$ cat config.mk
export PLATFORM = sky130hd
export DESIGN_NAME = inst_fetch_unit
export DESIGN_NICKNAME = d
export VERILOG_FILES = /design/src/rtl/cpu_defs_pkg.sv /design/src/rtl/inst_fetch_unit_if_hold_reg.sv /design/src/rtl/inst_fetch_unit.sv
export SDC_FILE = /design/constraint.sdc
export NUM_CORES = 1
export LEC_CHECK = 0
export BUFFER_PORTS_ARGS = -buffer_cell sky130_fd_sc_hd__buf_4
export CAP_MARGIN = 20
export CORE_MARGIN = 1.5
export CORE_UTILIZATION = 51
export CTS_CLUSTER_SIZE = 25
export DETAILED_ROUTE_END_ITERATION = 12
export PLACE_DENSITY = 0.77
export SLEW_MARGIN = 40
export SYNTH_ARGS = -nofsm -noshare
export SYNTH_HDL_FRONTEND = slang
export SYNTH_SLANG_ARGS = --single-unit
$ cat constraint.sdc
create_clock -name clk -period 2.5 [get_ports clk]
set_input_delay 0.125 -clock clk [delete_from_list [all_inputs] [get_ports clk]]
set_output_delay 0.125 -clock clk [all_outputs]
set_load 0.01 [all_outputs]
$ cat src/rtl/cpu_defs_pkg.sv
// Shared definitions for the instruction fetch path.
//  - RESET_PC : default fetch address after reset
//  - INST_NOP : canonical no-op encoding (addi x0,x0,0)
//  - fetch_state_e : fetch FSM encoding (REQ waits for the ROM, HOLD presents
//    the fetched word to IF/ID)
//  - align_pc / next_pc : PC helpers used by the fetch unit
package cpu_defs;

  localparam logic [31:0] RESET_PC = 32'h0000_0000;
  localparam logic [31:0] INST_NOP = 32'h0000_0013;

  typedef enum logic {
    ST_REQ  = 1'b0,
    ST_HOLD = 1'b1
  } fetch_state_e;

  // Word-align a byte address.
  function automatic logic [31:0] align_pc(input logic [31:0] pc);
    return pc & 32'hFFFF_FFFC;
  endfunction

  // Sequential successor of a word-aligned PC; wraps modulo 2^32.
  function automatic logic [31:0] next_pc(input logic [31:0] pc);
    return pc + 32'd4;
  endfunction

endpackage

$ cat src/rtl/inst_fetch_unit_if_hold_reg.sv
// Output holding register for the fetch unit: {valid, pc, inst} presented to
// the IF/ID register.
//  clk, rst_n : clock, asynchronous active-low reset (clears everything to 0)
//  load_i     : capture pc_i/inst_i and raise valid
//  accept_i   : consumer took the word; drop valid, keep the data
//  flush_i    : discard the held word (highest priority)
//  pc_i/inst_i: word being captured
//  valid_o/pc_o/inst_o : registered outputs
module if_hold_reg (
  input  logic        clk,
  input  logic        rst_n,
  input  logic        load_i,
  input  logic        accept_i,
  input  logic        flush_i,
  input  logic [31:0] pc_i,
  input  logic [31:0] inst_i,
  output logic        valid_o,
  output logic [31:0] pc_o,
  output logic [31:0] inst_o
);

  logic        valid_q, valid_d;
  logic [31:0] pc_q, pc_d;
  logic [31:0] inst_q, inst_d;

  // Next-state selection: flush beats load beats accept.
  always_comb begin
    valid_d = valid_q;
    pc_d    = pc_q;
    inst_d  = inst_q;
    if (flush_i) begin
      valid_d = 1'b0;
    end else if (load_i) begin
      valid_d = 1'b1;
      pc_d    = pc_i;
      inst_d  = inst_i;
    end else if (accept_i) begin
      valid_d = 1'b0;
    end else begin
      valid_d = valid_q;
    end
  end

  // Holding register state.
  always_ff @(posedge clk or negedge rst_n) begin
    if (!rst_n) begin
      valid_q <= 1'b0;
      pc_q    <= 32'h0000_0000;
      inst_q  <= 32'h0000_0000;
    end else begin
      valid_q <= valid_d;
      pc_q    <= pc_d;
      inst_q  <= inst_d;
    end
  end

  assign valid_o = valid_q;
  assign pc_o    = pc_q;
  assign inst_o  = inst_q;

endmodule

$ cat src/rtl/inst_fetch_unit.sv
// Instruction fetch unit: requester side of the inst_rom cs/a/spo/ack
// handshake. Owns the PC, waits for ack (no fixed latency), and presents
// {pc, inst} to IF/ID with a valid/ready handshake. Redirects override all
// other events in the cycle they arrive.
//  clk, rst_n            : clock, asynchronous active-low reset
//  rom_cs, rom_a         : ROM request and word address (pc[AW+1:2])
//  rom_spo, rom_ack      : ROM data and its valid strobe
//  if_valid/if_ready     : IF/ID handshake
//  if_inst, if_pc        : fetched word and its byte PC
//  redirect, redirect_pc : one-cycle redirect pulse and target
//  fetch_err             : sticky ROM timeout flag
module inst_fetch_unit #(
  parameter int          AW       = 10,
  parameter logic [31:0] RESET_PC = cpu_defs::RESET_PC,
  parameter int          TIMEOUT  = 64
) (
  input  logic          clk,
  input  logic          rst_n,
  output logic          rom_cs,
  output logic [AW-1:0] rom_a,
  input  logic [31:0]   rom_spo,
  input  logic          rom_ack,
  output logic          if_valid,
  input  logic          if_ready,
  output logic [31:0]   if_inst,
  output logic [31:0]   if_pc,
  input  logic          redirect,
  input  logic [31:0]   redirect_pc,
  output logic          fetch_err
);
  import cpu_defs::*;

  localparam int            CW       = $clog2(TIMEOUT + 1);
  localparam logic [CW-1:0] TO_LIMIT = CW'(TIMEOUT);

  fetch_state_e  state_q, state_d;
  logic [31:0]   pc_q, pc_d;
  logic          cs_q;
  logic [CW-1:0] to_cnt_q, to_cnt_d;
  logic          err_q, err_d;
  logic          hold_load_s, hold_accept_s, hold_flush_s;

  // Fetch FSM, PC and timeout counter next-state logic.
  // The PC already points at the next word while HOLD presents the current
  // one, so the ROM starts the following access as soon as HOLD is entered.
  always_comb begin
    state_d       = state_q;
    pc_d          = pc_q;
    to_cnt_d      = to_cnt_q;
    hold_load_s   = 1'b0;
    hold_accept_s = 1'b0;
    hold_flush_s  = 1'b0;
    if (redirect) begin
      pc_d         = align_pc(redirect_pc);
      state_d      = ST_REQ;
      hold_flush_s = 1'b1;
      to_cnt_d     = {CW{1'b0}};
    end else begin
      case (state_q)
        ST_REQ: begin
          if (cs_q && rom_ack) begin
            hold_load_s = 1'b1;
            pc_d        = next_pc(pc_q);
            state_d     = ST_HOLD;
            to_cnt_d    = {CW{1'b0}};
          end else if (cs_q && (to_cnt_q != TO_LIMIT)) begin
            to_cnt_d = to_cnt_q + CW'(1'b1);
          end else begin
            to_cnt_d = to_cnt_q;
          end
        end
        ST_HOLD: begin
          if (if_ready) begin
            hold_accept_s = 1'b1;
            state_d       = ST_REQ;
            to_cnt_d      = {CW{1'b0}};
          end else begin
            state_d = ST_HOLD;
          end
        end
        default: begin
          state_d  = ST_REQ;
          to_cnt_d = {CW{1'b0}};
        end
      endcase
    end
    err_d = err_q | (to_cnt_d == TO_LIMIT);
  end

  // Fetch state registers; rom_cs rises on the first edge after reset release
  // and drops asynchronously with rst_n.
  always_ff @(posedge clk or negedge rst_n) begin
    if (!rst_n) begin
      state_q  <= ST_REQ;
      pc_q     <= RESET_PC;
      cs_q     <= 1'b0;
      to_cnt_q <= {CW{1'b0}};
      err_q    <= 1'b0;
    end else begin
      state_q  <= state_d;
      pc_q     <= pc_d;
      cs_q     <= 1'b1;
      to_cnt_q <= to_cnt_d;
      err_q    <= err_d;
    end
  end

  if_hold_reg u_hold (
    .clk      (clk),
    .rst_n    (rst_n),
    .load_i   (hold_load_s),
    .accept_i (hold_accept_s),
    .flush_i  (hold_flush_s),
    .pc_i     (pc_q),
    .inst_i   (rom_spo),
    .valid_o  (if_valid),
    .pc_o     (if_pc),
    .inst_o   (if_inst)
  );

  // Upper PC bits are not decoded: the ROM address aliases modulo 2^AW words.
  assign rom_a     = pc_q[AW+1:2];
  assign rom_cs    = cs_q;
  assign fetch_err = err_q;

endmodule

* After elaboration in Yosys (flattened, before gate mapping) *
Cells that the tools add are included.
Widths: inputs -> output; s select.

storage, ports and cells
  register bits = 107
  output and inout bits = 77
  word-level logic and storage cells = 43

cells by class
  mux-type cells = 21
  equal/unequal tests = 3
  bitwise gates (word level) = 3
  reduce and logical (&&, ||, !) cells = 6
  add/subtract/negate cells = 2

operators by type and width
  operator               count
  $mux 32                3
  $add 32x3->32 const B  1
  $mux 7                 4
  $pmux 7 s2             1
  $mux 1                 12
  $add 7x1->7 const B    1
  $eq 7x7->1 const B     1
  $ne 7x7->1 const B     1
  $reduce_and 2->1       2
  $reduce_bool 3->1      1
  $logic_and 1x1->1      2
  $ne 2x2->1 const B     1
  $not 1->1              2
  $pmux 1 s2             1
  $reduce_bool 2->1      1
  $or 1x1->1             1

* Longest topological paths before layout *
Gate-level depths: netlist of run 1.

  word-level depth = 8
  depth in mapped cells = 7
  gate-level depth less buffers = 6

* Modules after synthesis *
A second synthesis of run 1 with hierarchy kept.

unflattened totals
  cell total of the unflattened synthesis = 411
  area total of the unflattened synthesis = 5114.9 um^2

modules (own cells, without submodules)
  module           cells an instance  seq. area each (um^2)  area an instance (um^2)  instances
  if_hold_reg      140                1626.6                 2741.4                   1
  inst_fetch_unit  271                1001.0                 2373.5                   1

* Worst setup path before layout of run 1 *
No wires, ideal clock.

  path type = reg-to-reg
  start = reg cs_q (netlist: rom_cs)
  end = reg err_q (netlist: fetch_err)
  path slack = 638 ps
  cell stages (with the launch flop) = 7
  library setup time = 104 ps
  arrival = 1758 ps
  cells stage by stage = dfrtp_1 > buf_6 > a21o_1 > or4_4 > a31oi_4 > nand4_1 > o41ai_2

between the ends
  cells in the longest elaborated chain, start to end = 7
  elaborated cells between the ends (all ways) = 8

RTL lines
  element                 RTL line                source
  start, declared         inst_fetch_unit.sv:38   logic cs_q;
  start signal, assigned  inst_fetch_unit.sv:96   cs_q <= 1'b0;
  start signal, assigned  inst_fetch_unit.sv:102  cs_q <= 1'b1;
  $logic_and 1x1->1       inst_fetch_unit.sv:66   end else if (cs_q && (to_cnt_q != TO_LIMIT)) begin
  $mux 7                  inst_fetch_unit.sv:66
  $mux 7 (*)              inst_fetch_unit.sv:61   if (cs_q && rom_ack) begin
  $pmux 7 s2 (*)          inst_fetch_unit.sv:59   case (state_q)
  $mux 7 (*)              inst_fetch_unit.sv:53   if (redirect) begin
  named net to_cnt_d[6]   inst_fetch_unit.sv:39   logic [CW-1:0] to_cnt_q, to_cnt_d;
  $eq 7x7->1 (*)          inst_fetch_unit.sv:87   err_d = err_q | (to_cnt_d == TO_LIMIT);
  $or 1x1->1 (*)          inst_fetch_unit.sv:87
  named net err_d         inst_fetch_unit.sv:40   logic err_q, err_d;
  end signal, assigned    inst_fetch_unit.sv:104  err_q <= err_d;
  end, declared           inst_fetch_unit.sv:40

The timed path passes the listed nets; every way through them passes the cells marked *.
A chain may end at the register's enable or synchronous reset.

* Final worst setup path of run 1 *
  start = reg to_cnt_q[0]
  end = reg err_q (netlist: fetch_err)

between the ends
  cells in the longest elaborated chain, start to end = 8
  elaborated cells between the ends (all ways) = 10

RTL lines
  element                                                              RTL line                source
  start, declared                                                      inst_fetch_unit.sv:39
  start signal, assigned                                               inst_fetch_unit.sv:97   to_cnt_q <= {CW{1'b0}};
  start signal, assigned                                               inst_fetch_unit.sv:103  to_cnt_q <= to_cnt_d;
  parallel branches: the longest is 2 deep, another holds $add 7x1->7  -
  $mux 7 (*)                                                           inst_fetch_unit.sv:66
  $mux 7 (*)                                                           inst_fetch_unit.sv:61
  $pmux 7 s2 (*)                                                       inst_fetch_unit.sv:59
  $mux 7 (*)                                                           inst_fetch_unit.sv:53
  named net to_cnt_d[6]                                                inst_fetch_unit.sv:39
  $eq 7x7->1 (*)                                                       inst_fetch_unit.sv:87
  $or 1x1->1 (*)                                                       inst_fetch_unit.sv:87
  named net err_d                                                      inst_fetch_unit.sv:40

Mark *: on every way through the listed nets, which the timed path passes.

==> metrics, run 1 <==
status completed; Die Width 99.2 um; RSZ-0062 raised after global routing false; Nets 668; drt wl/cell 15.6 um; CTS Buf Count 9; count leader, synth dfrtp_1; Total Routed Length 11000 um; startpoint class of the critical path flip-flop; Setup-failing EPs final 0; crit-path max FO 5; Final ANT Viol Nets 0; vias in the first global route 3745; diode count 0; met3 GRT Util 4.08%; Starting Density 53.3%; IO Count 146; post-route cell area 6580 sq um; worst vdd ir 0.416 mV; Final TNS setup 0 ps; CTS Root Cell clkbuf_8; postcts setup bufs 0; Final Hold Fails 0; synthesis-to-layout area growth 39.4%; sequential-to-total area share from yosys stat 54.6%; first-pass GRT wire length 17900 um; Filler Cell Count 592; Seq cells post-synth 103; remaining global-route overflow 0; largest area contributor in the netlist dfrtp_1; std cell rows 34; DPL Wire Length 6880 um; yosys synthesis warning count 0; Tcrit/Tclk final 83.8%; gp weighted congestion 0.816; H-tree levels 3; kind of critical path flip-flop to flip-flop; register area 2580 sq um; Worst-Skew Late Latency 350 ps; Post-Layout Cell Count 709; gr busiest metal met2; Main synth FF type dfrtp_1; # port buffers 141; Mean Syn Cell Area 11.5 sq um; min cycle time layout 2100 ps; DRT Pass-1 Iters 4; DRC viols 0; area of the multi-input gates 1930 sq um; pwr dens 652 nW/um^2; clk_skew 13.4 ps; Synth area leaders dfrtp_1 (55%), mux2_2 (15%), xnor2_1 (4.6%); DIE AREA 9840 sq um; WP data arrival 2350 ps; Pleak 2.94 nW; Synth top area share 54.6%; placed cell area 5800 sq um; Die Y 99.2 um; Slew @ Worst Pin 646 ps; worst slack, placed 449 ps; initial antenna violation count 0; GRT met1 Usage 30.7%; critical path capture point type flip-flop; worst path required time 2750 ps; GRT Overall Usage 22.6%; Placed Cells 634; total core area 8850 sq um; initial drt markers 123; Worst slew margin 56.9%; Setup WS post-layout 405 ps; drt via density 5.26; CTS tree done; Yosys cell types 39; clk buf depth 2; Async S/R FF share, synth 100%; Slew Viols, Final 0; post-synthesis cell count 411; synth cell count leaders dfrtp_1 (103), mux2_2 (63), nand2_1 (49); Max Cap Violations 0; routing usage on met2 38.5%; cts repair resizes 0; Fmax 0.477 GHz; CTS Sinks 103; share of layout cells above drive strength 1 38.9%; Post-synth EDFFs 0; Clock Pin Slew Worst Setup and Hold Paths 100 ps; Post-Synthesis Cell Area 4720 sq um; worst hold path class primary input to flip-flop; Vias 3730; largest net degree at the start of global routing 71
[power breakdown]
part	switching [mW]	total [mW]	internal, mW
combinational	0.453	1.13	0.678
sequential	0.203	2.15	1.95
clock	0.596	1.00	0.407
[critical path, cell delays in order, from the launching register on]
cell and delay [ps]:
dfrtp_1 430, ha_1 200, nand4_1 190, or4_4 540
a31oi_4 170, nand4_1 150, o41ai_2 310
[metal layers]
| layer | part of all wire (%) | vias up | wire (um) |
|---|---|---|---|
| met5 | 0 | - | 0 |
| met1 | 44 | 1778 | 4890 |
| met3 | 6.2 | 12 | 682 |
| li1 | - | 1794 | - |
| met4 | 0.82 | 0 | 91 |
| met2 | 49 | 146 | 5370 |
[cell usage in the layout, fill, tap and decap left out, types with 2 or more instances in the layout]
| cell | instances |
|---|---|
| inv_1 | 7 |
| buf_12 | 2 |
| nor4_1 | 9 |
| a21o_1 | 3 |
| xnor2_1 | 25 |
| xor2_1 | 5 |
| nand3_1 | 14 |
| nand4_1 | 10 |
| clkbuf_8 | 10 |
| nor3_1 | 11 |
| dfrtp_1 | 103 |
| and3_1 | 4 |
| o21ai_0 | 32 |
| mux2_2 | 63 |
| a21oi_1 | 5 |
| inv_6 | 2 |
| nor2_1 | 12 |
| ha_1 | 3 |
| conb_1 | 3 |
| nand2_1 | 49 |
| dlygate4sd3_1 | 59 |
| buf_4 | 145 |
| and4_1 | 3 |
| clkinv_4 | 2 |
[flip-flops by register name (all words and copies together) (netlist names)]
name,cells
u_hold.pc_o,30
pc_q,30
u_hold.valid_o,1
fetch_err,1
u_hold.inst_o,32
to_cnt_q,7
rom_cs,1
state_q,1
[worst paths after layout]
kind | from | end | slack (ps) | cells after the start
setup / recovery | to_cnt_q[0]$_DFF_PN0_ | fetch_err$_DFF_PN0_ | 400 | 6
hold / removal | rom_spo[21] | u_hold.inst_o[21]$_DFFE_PN0P_ | 10 | 2
setup reg to reg | to_cnt_q[0]$_DFF_PN0_ | fetch_err$_DFF_PN0_ | 400 | 6
hold reg to reg | fetch_err$_DFF_PN0_ | fetch_err$_DFF_PN0_ | 510 | 2
max in group asynchronous | rst_n | pc_q[19]$_DFFE_PN0P_ | 1450 | 3
min in group asynchronous | rst_n | u_hold.inst_o[1]$_DFFE_PN0P_ | 330 | 2
[final cells by class]
cell class              instances  share of cell area, %
multi-input cells             269                   29.4
well taps                     108                   2.05
clock buffers                  10                   2.09
flip-flops and latches        103                   39.2
inverters                       7                  0.399
repair buffers                206                   26.1
clock inverters                 6                  0.780
[cells by family after synthesis]
group                      count (synthesis)  synth area share (%)
AOI/OAI and AO/OA                         49                  6.42
xor gates and xnor gates                  30                  5.57
adders and majority gates                  3                 0.796
buffers and inverters                     40                  4.69
DFF                                      103                  54.6
muxes                                     64                  15.2
other                                      2                 0.159
and+or+nand+nor                          120                  12.5
[timing repair]
action | 4_1_cts | 5_1_grt
endpoints found under the hold margin | 103 | 2
hold buffers | 57 | 2
endpoints found under the setup margin | 0 | 0
[per-stage QoR]
stage	hold slack [ps]	util [%]	power (mW)
5_1_grt	0.931	74.3	4.51
4_1_cts	0.283	74.1	4.30
2_1_floorplan	-171	-	2.64
6_report	15.0	74.3	4.29
3_3_place_gp	180	65.5	3.19
3_5_place_dp	178	65.5	3.23
Note: power is estimated with default switching activity, not from simulation.
==> inputs of run 2 (changes only) <==
- clock period: 2.5 -> 2.2 ns (I/O delays scaled with it)
==> run 2 against run 1 <==
Effect of this change:
- critical path depth is the same
- critical path type unchanged
- largest cell class unchanged
- global-route usage grew 0.46 points
- combinational power grew 14%
==> metrics, run 2 (synthesis gave the netlist of run 1 again) <==
status completed; switching portion of total power 29.0% (-0.18 points); DIE AREA 9840 sq um (unchanged); Fmax 0.486 GHz (+1.9%); share of layout cells above drive strength 1 38.7% (-0.22 points); std cell rows 34 (unchanged); DRT Pass-1 Iters 4 (unchanged); combinational share of power 26.5% (about the same); Worst-Skew Late Latency 370 ps (+20 ps); CTS Root Cell clkbuf_8; Final ANT Viol Nets 0 (unchanged); DPL Wire Length 7060 um (+2.6%); initial drt markers 96 (-22%); Tcrit/Tclk final 93.5% (+9.7 points); gr busiest metal met2; worst path required time 2460 ps (-290 ps); hold path cells 4 (+2); met3 GRT Util 5.13% (+1.1 points); worst hold path class primary input to flip-flop; Nets 674 (+0.90%); worst vdd ir 0.445 mV (+7.2%); worst reg2reg path endpoint fetch_err$_DFF_PN0_; Pleak 2.95 nW (+0.44%); vias in the first global route 3792 (+1.3%); startpoint class of the critical path flip-flop; clk_skew 12.8 ps (-0.596 ps); # port buffers 141 (unchanged); most common cell after layout, fill and taps aside buf_4; kind of critical path flip-flop to flip-flop; Die Width 99.2 um (unchanged); H-tree levels 3 (unchanged); CTS tree done; Starting Density 53.3% (unchanged); routing usage on met2 36.9% (-1.6 points); RSZ-0062 raised after global routing false; Psw 1.41 mW (+13%); clk buf depth 2 (unchanged); DRC viols 0 (unchanged); remaining global-route overflow 0 (unchanged); WHS Endpoint u_hold.valid_o$_DFFE_PN0P_; Worst R2R Start to_cnt_q[0]$_DFF_PN0_; Setup-failing EPs final 0 (unchanged); clock network fraction of total power 23.0% (-0.4 points); reg2reg path depth 6 (unchanged); gp weighted congestion 0.811 (-0.64%); hold_buf cts 63 (+11%); Clock Pin Slew Worst Setup and Hold Paths 90 ps (about the same); Max Cap Violations 0 (unchanged); fin util 74.9% (+0.55 points); drt via density 5.27 (+0.25%); pwr dens 732 nW/um^2 (+12%); GRT met1 Usage 31.2% (+0.54 points); synthesis-to-layout area growth 40.4%; Slew Viols, Final 0 (unchanged); Flop pwr share 50.5% (+0.3 points); Final Hold Fails 0 (unchanged); Vias 3771 (+1.1%); initial antenna violation count 0 (unchanged); Die Y 99.2 um (unchanged); min-delay src if_ready; IO Count 146 (unchanged); largest net degree at the start of global routing 67 (-5.6%); postcts setup bufs 0 (unchanged); max reg flops 32 (unchanged); CTS Buf Count 9 (unchanged); WP data arrival 2310 ps (-40 ps); min cycle time layout 2060 ps (-38.2 ps); R2R Setup Slk 140 ps (-260 ps); Total Routed Length 11000 um (about the same); Int Pwr 3.44 mW (+14%); Final TNS setup 0 ps (unchanged); critical path capture point type flip-flop; GRT Overall Usage 23.1% (+0.46 points); first-pass GRT wire length 18100 um (+0.85%); cts repair resizes 0 (unchanged); commonest non-fill, non-tap cells in the layout buf_4 (147), dfrtp_1 (103), mux2_2 (63), dlygate4sd3_1 (63), nand2_1 (49); drt wl/cell 15.4 um (-0.90%); diode count 0 (unchanged); crit-path max FO 5 (unchanged); total core area 8850 sq um (unchanged); CTS Sinks 103 (unchanged)
## run 2: changes by cell type in the layout (fill, tap and decap cells not counted)
cell,previous run,this run
clkbuf_1,0,1
inv_8,1,0
buf_4,145,147
clkinvlp_4,0,2
dlygate4sd3_1,59,63
clkinv_4,2,1
clkinv_2,1,0
## run 2: worst max-delay path by stage
stage | from | to | slack (ps) | cells past startpoint
after detailed placement | to_cnt_q[0]$_DFF_PN0_ | fetch_err$_DFF_PN0_ | 160 | 6
after CTS | to_cnt_q[0]$_DFF_PN0_ | fetch_err$_DFF_PN0_ | 130 | 6
after floorplan | rom_cs$_DFF_PN0_ | fetch_err$_DFF_PN0_ | 340 | 6
after global routing | to_cnt_q[0]$_DFF_PN0_ | fetch_err$_DFF_PN0_ | 6 | 6
final | to_cnt_q[0]$_DFF_PN0_ | fetch_err$_DFF_PN0_ | 140 | 6
after global placement | to_cnt_q[0]$_DFF_PN0_ | fetch_err$_DFF_PN0_ | 220 | 6
## run 2: area by class of cell
| class | count | area, sq um |
|---|---|---|
| Clock buffer | 11 | 141 |
| Timing Repair Buffer | 212 | 1770 |
| Multi-Input combinational cell | 269 | 1930 |
| Tap cell | 108 | 135 |
| Fill cell | 591 | 2220 |
| Sequential cell | 103 | 2580 |
| Clock inverter | 5 | 41.3 |
| Inverter | 7 | 26.3 |
## run 2: layer usage
layer,vias up,share of wire (%),wire (um)
met1,1818,45,4950
met2,138,47,5190
met5,-,0,0
li1,1796,-,-
met4,0,1.7,184
met3,19,6.5,712
## run 2: critical path: stages, from the launching register on
cell and delay (ps):
dfrtp_1 440, ha_1 200, nand4_1 190, or4_4 550, a31oi_4 160, nand4_1 140, o41ai_2 290
## run 2: power by group through the flow
stage	registers, mW	logic [mW]	clock network, mW
2_1_floorplan	2.57	0.439	0
3_3_place_gp	2.46	1.17	0
3_5_place_dp	2.48	1.20	0
4_1_cts	2.44	1.29	1.15
5_1_grt	2.49	1.39	1.24
6_report	2.45	1.29	1.12
## run 2: stage by stage
step           hold slack [ps]  power, mW  cell area, sq um  std cells  setup slack (ps)
2_1_floorplan             -186       3.01              4720        412               338
3_3_place_gp               111       3.62              5810        636               216
3_5_place_dp               114       3.68              5810        636               159
4_1_cts                   75.9       4.88              6630        715               132
5_1_grt                   86.8       5.12              6630        715              5.84
6_report                  95.8       4.85              6630        715               143
==> inputs of run 3 (changes only) <==
- CORE_UTILIZATION: 51 -> 55
- PLACE_DENSITY: 0.77 -> 0.82
- SETUP_SLACK_MARGIN: unset -> 0.3
- clock period: 2.2 -> 2.4 ns (I/O delays scaled with it)
==> run 3 against run 2 <==
Effect of this change:
- combinational power is 9% lower
- total power is 2.6% lower
- final cell count is 0.56% lower
- non-clock buffer count stayed put
- sequential power is 8.2% lower
- clock-buffer cell count is 2 lower
- wire length is 0.26% higher
- via count is 0.13% lower
- fmax is 0.98% higher
- clock skew is 4.1 ps lower
- die area is 7.1% lower
- core utilization is 6.1 points higher
==> metrics, run 3 (synthesis gave the netlist of run 1 again) <==
Tcrit/Tclk final 84.9% (-8.6 points); max reg flops 32 (unchanged); pwr dens 707 nW/um^2 (-3.5%); DPL Wire Length 7060 um (about the same); Die Y 95.6 um (-3.6%); share of layout cells above drive strength 1 39.3% (+0.56 points); most common cell after layout, fill and taps aside buf_4; DRT Pass-1 Iters 4 (unchanged); commonest non-fill, non-tap cells in the layout buf_4 (148), dfrtp_1 (102), mux2_2 (63), dlygate4sd3_1 (62), nand2_1 (49); worst path required time 2670 ps (+210 ps); Die Width 95.6 um (-3.6%); Final ANT Viol Nets 0 (unchanged); Slew @ Worst Pin 599 ps; std cell rows 33 (-2.9%); vias in the first global route 3691 (-2.7%); initial drt markers 128 (+33%); # port buffers 141 (unchanged); RSZ-0062 raised after global routing true; Hold Slack 28.2 ps (-67.7 ps); H-tree levels 3 (unchanged); drt wl/cell 15.6 um (+0.83%); CTS Buf Count 9 (unchanged); worst hold path class primary input to flip-flop; synthesis-to-layout area growth 41.7%; DIE AREA 9140 sq um (-7.1%); Slew Viols, Final 0 (unchanged); Max Cap Violations 0 (unchanged); Starting Density 57.1% (+3.8 points); gp weighted congestion 0.853 (+5.2%); startpoint class of the critical path flip-flop; largest net degree at the start of global routing 59 (-12%); diode count 0 (unchanged); Worst slew margin 60.1%; Worst-Skew Late Latency 360 ps (about the same); worst vdd ir 0.443 mV (-0.59%); first-pass GRT wire length 17500 um (-3.1%); GRT Overall Usage 24.9% (+1.8 points); min cycle time layout 2040 ps (-19.9 ps); drt via density 5.30 (+0.43%); kind of critical path flip-flop to flip-flop; initial antenna violation count 0 (unchanged); Total Routed Length 11100 um (+0.26%); CTS Root Cell clkbuf_8; Filler Cell Count 495 (-16%); Setup-failing EPs final 0 (unchanged); crit-path max FO 5 (unchanged); Nets 674 (unchanged); area of the multi-input gates 1940 sq um (+0.32%); WP data arrival 2300 ps (about the same); Pleak 2.98 nW (+1.1%); IO Count 146 (unchanged); total core area 8260 sq um (-6.7%); critical path capture point type flip-flop; clk buf depth 2 (unchanged); Final TNS setup 0 ps (unchanged); Clock Pin Slew Worst Setup and Hold Paths 100 ps (about the same); status completed; Vias 3766 (-0.13%); CTS Sinks 103 (unchanged); register area 2580 sq um (about the same); clk_skew 8.75 ps (-4.06 ps); remaining global-route overflow 0 (unchanged); Fmax 0.491 GHz (+0.98%); DRC viols 0 (unchanged); Final Hold Fails 0 (unchanged); CTS tree done
run 3: stage by stage:
stage          area [sq um]  util (%)  std cells  power, mW  setup slack [ps]
2_1_floorplan          4720         -        412       2.75               538
3_3_place_gp           5790      70.2        631       3.32               424
3_5_place_dp           5790      70.2        631       3.37               350
4_1_cts                6660      80.6        708       4.75               317
5_1_grt                6690      81.0        711       4.96               273
6_report               6690      81.0        711       4.73               363
run 3: worst paths after layout:
| check | start | to | slack [ps] | cells past startpoint |
|---|---|---|---|---|
| max | to_cnt_q[0]$_DFF_PN0_ | fetch_err$_DFF_PN0_ | 360 | 6 |
| min | redirect_pc[9] | pc_q[9]$_DFFE_PN0P_ | 30 | 3 |
| max reg2reg | to_cnt_q[0]$_DFF_PN0_ | fetch_err$_DFF_PN0_ | 360 | 6 |
| min reg2reg | fetch_err$_DFF_PN0_ | fetch_err$_DFF_PN0_ | 470 | 2 |
| max in group asynchronous | rst_n | u_hold.inst_o[13]$_DFFE_PN0P_ | 1390 | 3 |
| min in group asynchronous | rst_n | u_hold.inst_o[1]$_DFFE_PN0P_ | 290 | 2 |
run 3: area by class of cell:
| class | count | share of cell area, % |
|---|---|---|
| clock buffer | 9 | 1.85 |
| clock inverter | 6 | 1.76 |
| inverter | 7 | 0.393 |
| multi-input combinational | 269 | 29.0 |
| sequential | 103 | 38.6 |
| tap | 105 | 1.96 |
| timing repair buffer | 212 | 26.5 |
run 3: routing by layer:
metal / up-vias / GRT usage (%) / wire [um] / share of wire, %
met1: 1788 / 31.7 / 4530 / 41
met4: 0 / 8.09 / 173 / 1.6
met3: 19 / 5.82 / 875 / 7.9
met2: 152 / 41.7 / 5490 / 50
met5: - / 0 / 0 / 0
li1: 1807 / - / - / -
run 3: timing repair:
item | 4_1_cts | 5_1_grt
hold endpoints to repair | 106 | 0
buffers inserted | 0 | 3
hold buffers | 62 | 0
endpoints found under the setup margin | 0 | 6
resized for setup | 0 | 2
run 3: where the power goes:
part / switching, mW / internal, mW
logic: 0.470 / 0.712
registers: 0.218 / 2.03
clock network: 0.599 / 0.698
total: 1.29 / 3.44
run 3: critical path, cell delays in order (launching register included):
cell     delay (ps)
dfrtp_2         420
ha_1            190
nand4_1         190
or4_4           540
a31oi_4         150
nand4_1         150
o41ai_2         300
